==> src/rtl/parity_stream.sv <==
// rtl/parity_stream.sv - streaming column-parity engine with per-frame result and beat count
module parity_stream #(
    parameter int DATA_WIDTH = 512,
    parameter int LANE_WIDTH = 64,
    parameter int CNT_WIDTH  = 16
) (
    input  logic                  clk,
    input  logic                  rst,
    input  logic                  in_valid,
    output logic                  in_ready,
    input  logic [DATA_WIDTH-1:0] in_data,
    input  logic                  in_last,
    input  logic                  mode_odd,
    output logic                  out_valid,
    input  logic                  out_ready,
    output logic [LANE_WIDTH-1:0] out_col,
    output logic                  out_bit,
    output logic [CNT_WIDTH-1:0]  out_beats
);
    localparam int NUM_LANES = DATA_WIDTH / LANE_WIDTH;
    localparam logic [CNT_WIDTH-1:0] CNT_MAX = {CNT_WIDTH{1'b1}};

    generate
        if (DATA_WIDTH % LANE_WIDTH != 0) begin : g_width_check
            $error("DATA_WIDTH must be an integer multiple of LANE_WIDTH");
        end
    endgenerate

    logic                  s1_valid;
    logic [DATA_WIDTH-1:0] s1_data;
    logic                  s1_last;
    logic                  s1_first;
    logic                  s1_mode;
    logic                  armed;

    logic [LANE_WIDTH-1:0] acc;
    logic [CNT_WIDTH-1:0]  cnt;
    logic                  frame_mode;

    logic                  advance;
    logic                  accept;
    logic [LANE_WIDTH-1:0] fold;
    logic [LANE_WIDTH-1:0] acc_next;
    logic [CNT_WIDTH-1:0]  cnt_next;
    logic                  mode_next;

    // Only a last beat can be blocked, and only by an undrained result.
    assign advance  = s1_valid && (!s1_last || !out_valid || out_ready);
    assign in_ready = !s1_valid || advance;
    assign accept   = in_valid && in_ready;

    always_comb begin
        fold = '0;
        for (int i = 0; i < NUM_LANES; i++) begin
            fold = fold ^ s1_data[i*LANE_WIDTH +: LANE_WIDTH];
        end
    end

    assign acc_next  = (s1_first ? '0 : acc) ^ fold;
    assign cnt_next  = s1_first ? CNT_WIDTH'(1) : ((cnt == CNT_MAX) ? cnt : cnt + 1'b1);
    assign mode_next = s1_first ? s1_mode : frame_mode;

    always_ff @(posedge clk or posedge rst) begin
        if (rst) begin
            s1_valid <= 1'b0;
            s1_data  <= '0;
            s1_last  <= 1'b0;
            s1_first <= 1'b0;
            s1_mode  <= 1'b0;
            armed    <= 1'b1;
        end else if (accept) begin
            s1_valid <= 1'b1;
            s1_data  <= in_data;
            s1_last  <= in_last;
            s1_first <= armed;
            s1_mode  <= mode_odd;
            armed    <= in_last;
        end else if (advance) begin
            s1_valid <= 1'b0;
        end
    end

    always_ff @(posedge clk or posedge rst) begin
        if (rst) begin
            acc        <= '0;
            cnt        <= '0;
            frame_mode <= 1'b0;
            out_valid  <= 1'b0;
            out_col    <= '0;
            out_bit    <= 1'b0;
            out_beats  <= '0;
        end else begin
            if (advance) begin
                acc        <= acc_next;
                cnt        <= cnt_next;
                frame_mode <= mode_next;
            end
            // A fresh result overrides the clear from a same-cycle drain.
            if (advance && s1_last) begin
                out_valid <= 1'b1;
                out_col   <= acc_next;
                out_beats <= cnt_next;
                out_bit   <= (^acc_next) ^ mode_next;
            end else if (out_valid && out_ready) begin
                out_valid <= 1'b0;
            end
        end
    end
endmodule

==> config.mk <==
export PLATFORM = sky130hd
export DESIGN_NAME = parity_stream
export DESIGN_NICKNAME = d
export VERILOG_FILES = /design/src/rtl/parity_stream.sv
export SDC_FILE = /design/constraint.sdc
export NUM_CORES = 2
export LEC_CHECK = 0
export ABC_AREA = 1
export BUFFER_PORTS_ARGS = -buffer_cell sky130_fd_sc_hd__buf_4
export CORE_AREA = 2 2 313 315
export CTS_CLUSTER_DIAMETER = 60
export DETAILED_ROUTE_END_ITERATION = 8
export DIE_AREA = 0 0 315 317
export PLACE_DENSITY_LB_ADDON = 0.2
export SETUP_SLACK_MARGIN = 0.02
export SYNTH_ARGS = -nofsm -noshare
export SYNTH_HDL_FRONTEND = slang
export SYNTH_SLANG_ARGS = --single-unit
==> constraint.sdc <==
create_clock -name clk -period 29.7 [get_ports clk]
set_input_delay 5.94 -clock clk [delete_from_list [all_inputs] [get_ports clk]]
set_output_delay 5.94 -clock clk [all_outputs]
set_load 0.05 [all_outputs]
==> summary.txt <==
Run status
  – Outcome: finished, final reports clean

Place
  – HPWL Detailed: between 80000 and 90000 µm
  – Gp weighted congestion: approximately 0.83
  – Post-Place Worst Slack: ~17 ns
  – Port Buffers: 600

STA
  – Actual slew at the worst max-slew pin: 1.07 ns
  – RSZ-0062 raised after global routing: no
  – Final setup fails: 0
  – Final Cycle Share: between 40% and 50%
  – Setup Total Neg Slack: 0 ns
  – Fin. Hold Viols: 0
  – Pins Over Slew Limit: 0
  – Fmax: between 0.07 and 0.08 GHz
  – Minimum clock period: roughly 13 ns
  – Worst Skew: between 0.02 and 0.025 ns
  – Max-slew headroom: between 20% and 30%
  – Final Worst Setup Slack: between 15 and 20 ns

Floorplan
  – Row count: about 110
  – Io pins: between 600 and 700
  – Die area: 99900 µm²
  – Core area: approximately 96000 µm²
  – Die height: 317 µm
  – Die width: roughly 320 µm
  – Starting density of the core: around two fifths

Pwr
  – Worst vdd ir: around 0.045 mV
  – Pleak: 26.2 nW
  – Switching power of the nets: ~1.5 mW
  – Int Pwr: between 2 and 2.5 mW
  – Combinational group share of total power: between 30% and 40%
  – Pwr dens: 78.6 nW/µm²
  – Share of total power in the clock network: roughly 29%
  – Flop pwr share: roughly 33%
  – Switching share of power: between 40% and 50%

Clock tree
  – Max H-tree Level: 3
  – CTS Hold Buffers Added: 0
  – Post-CTS setup buffers: 0
  – CTS Buf Count: between 80 and 90
  – TritonCTS clock tree: done
  – Worst-path clk slew: 0.05 ns
  – Worst-skew pair later-pin latency: approximately 0.66 ns
  – Root buffer cell: clkbuf_16
  – Max Buffers Root-to-Sink: 3
  – Clock Sinks: slightly below 700
  – # resized after CTS: 0

Critical path
  – Worst path cell trace: buf_4 > nor2_1 > nand3_1 > buf_4
  – Worst r2r src: s1_first
  – CP peak stage delay: roughly 0.25 ns
  – Worst reg2reg endpoint: out_bit
  – Crit path max-delay family: buffers and inverters
  – Worst Path Max Fanout: 3
  – Slowest cell on the critical path: buf_4
  – R2R Setup Slk: 25.56 ns
  – Critical path buffers and inverters: 2
  – Data required time of the worst path: approximately 24 ns
  – Cell mode on critical path: buf_4
  – WP data arrival: between 6 and 7 ns
  – Setup CP Type: in2out
  – Worst Reg-to-Reg Cells: 24
  – Crit path launch type: primary input
  – Critical Path Sink Type: output port

Logic synthesis
  – #FFs+latches synth: between 600 and 700
  – Sequential element share of the synthesized area: ~44%
  – Cell variety after synth: 37
  – Count leader, synth: nand2_1
  – EDFF count, synth: 0
  – Cell taking the most area after synthesis: dfrtp_1
  – Synth warn: 0
  – Commonest cells post-synth: nand2_1 (3125), dfrtp_1 (679), o21ai_0 (437)
  – Avg Inst Size Synth: a little under 7 µm²
  – Synthesized Nets: around 6k
  – Mapped Cells: 5589
  – Mapped cell area: 38400 µm²
  – Post-synth top area share: 44.3%
  – Synth Flop Type: dfrtp_1
  – FFs w/ async S/R, synth: 100%
  – Area contributors post-synth: dfrtp_1 (44%), nand2_1 (31%), o21ai_0 (5.7%), inv_1 (4.2%), nand3_1 (3.7%)

Worst hold path
  – Hold Crit Start: s1_mode
  – Hold path endpoint: s1_mode
  – Hold path depth: 2
  – Hold/Removal Path Class: reg2reg

Routing
  – Initial DRC Count: around 2.1k
  – DR vias: between 30k and 40k
  – Via-per-instance ratio: ~4.7
  – First-pass DRT Iterations: 5
  – WL per Instance: around 15 µm
  – Antenna viol nets, final: 0
  – Residual DRC: 0
  – Total Wirelength: between 100000 and 150000 µm

Finish
  – Area Overhead vs Synth: 22.1%
  – Final nets: about 6.6k
  – Post-layout util: between 40 and 50%
  – Share of layout cells above drive strength 1: about 14%

Run
  – Max cap viols: 0

GRT
  – First-pass GRT wire length: around 170000 µm
  – Largest net degree at the start of global routing: 240
  – Vias in the first global route: between 30k and 40k
  – Total global-route track usage: 21.8%
  – Remaining global-route overflow: 0
  – Initial antenna violation count: 17
## flip-flops by register name, indices dropped and copies added (netlist names), 16 cells and up
name / count
acc: 64
cnt: 16
out_beats: 16
out_col: 64
s1_data: 512
## worst max path at each step
| stage | from | to | cells after the start |
|---|---|---|---|
| 2_1_floorplan | rst | acc[0] | 1 |
| 3_3_place_gp | out_ready | in_ready | 4 |
| 5_1_grt | out_ready | in_ready | 4 |
| 6_report | out_ready | in_ready | 4 |
| 3_5_place_dp | out_ready | in_ready | 4 |
| 4_1_cts | out_ready | in_ready | 4 |
## cell type report
type	count	area, µm²
clock buffer	114	2460
timing repair buffer	619	4700
tap	1276	1600
inverter	437	1660
clock inverter	40	403
fill	9617	49500
sequential	680	17000
multi-input combinational	4305	19000
antenna	10	25.0
## metal layers
layer  routed length (µm)  vias up  global-route usage [%]
met5                   96        -                       0
met1                48000    16232                    27.1
met4                 3620       16                    7.92
met2                52300      679                    36.9
li1                     -    18326                       -
met3                 6300      195                    4.92
## tightest hold or removal path, delay by kind of cell (launching register included)
| family | cells | cell delay (ns) |
|---|---|---|
| and+or+nand+nor | 2 | 0.10 |
| DFF | 1 | 0.34 |
## placed cells by master (no fill, tap or decap), types with 5 or more instances in the layout
master and n:
a21oi_1 5, buf_4 615, bufinv_16 5, clkbuf_1 11, clkbuf_16 89, clkbuf_8 14
clkinv_2 13, clkinvlp_4 8, dfrtp_1 679, diode_2 10, inv_1 426, inv_2 8
inv_6 9, nand2_1 3122, nand2_2 26, nand3_1 281, nand3_2 12, nand3b_1 105
nand3b_4 20, nand4_1 7, nor2_1 75, nor3_1 8, o21ai_0 437, or2_2 16
xnor2_1 88, xor2_1 86
## through the flow
| step | cells | instance area [µm²] | power [mW] | hold WS, ns |
|---|---|---|---|---|
| after floorplan | 5589 | 38400 | 2.23 | 0.441 |
| after global placement | 7317 | 43900 | 2.61 | 0.462 |
| after detailed placement | 7317 | 43900 | 2.65 | 0.471 |
| after CTS | 7471 | 46800 | 3.73 | 0.486 |
| after global routing | 7480 | 46800 | 3.96 | 0.506 |
| final | 7481 | 46800 | 3.68 | 0.477 |
## power by group through the flow
stage / clock, mW / sequential (mW) / combinational, mW
2_1_floorplan: 0 / 1.36 / 0.866
3_3_place_gp: 0 / 1.23 / 1.38
3_5_place_dp: 0 / 1.23 / 1.42
4_1_cts: 1.09 / 1.22 / 1.42
5_1_grt: 1.12 / 1.24 / 1.60
6_report: 1.06 / 1.22 / 1.40
## logic make-up (layout without fill, tap and decap cells)
kind of cell | Yosys count | in the layout | synth area share [%]
AOI/OAI and AO/OA | 447 | 447 | 5.86
xor gates and xnor gates | 175 | 175 | 4.02
adders and majority gates | 1 | 1 | 0.0326
buffers and inverters | 604 | 1210 | 6.27
DFF | 680 | 680 | 44.4
other | 0 | 10 | 0
and+or+nand+nor | 3682 | 3682 | 39.4
(Power assumes the default switching activity.)
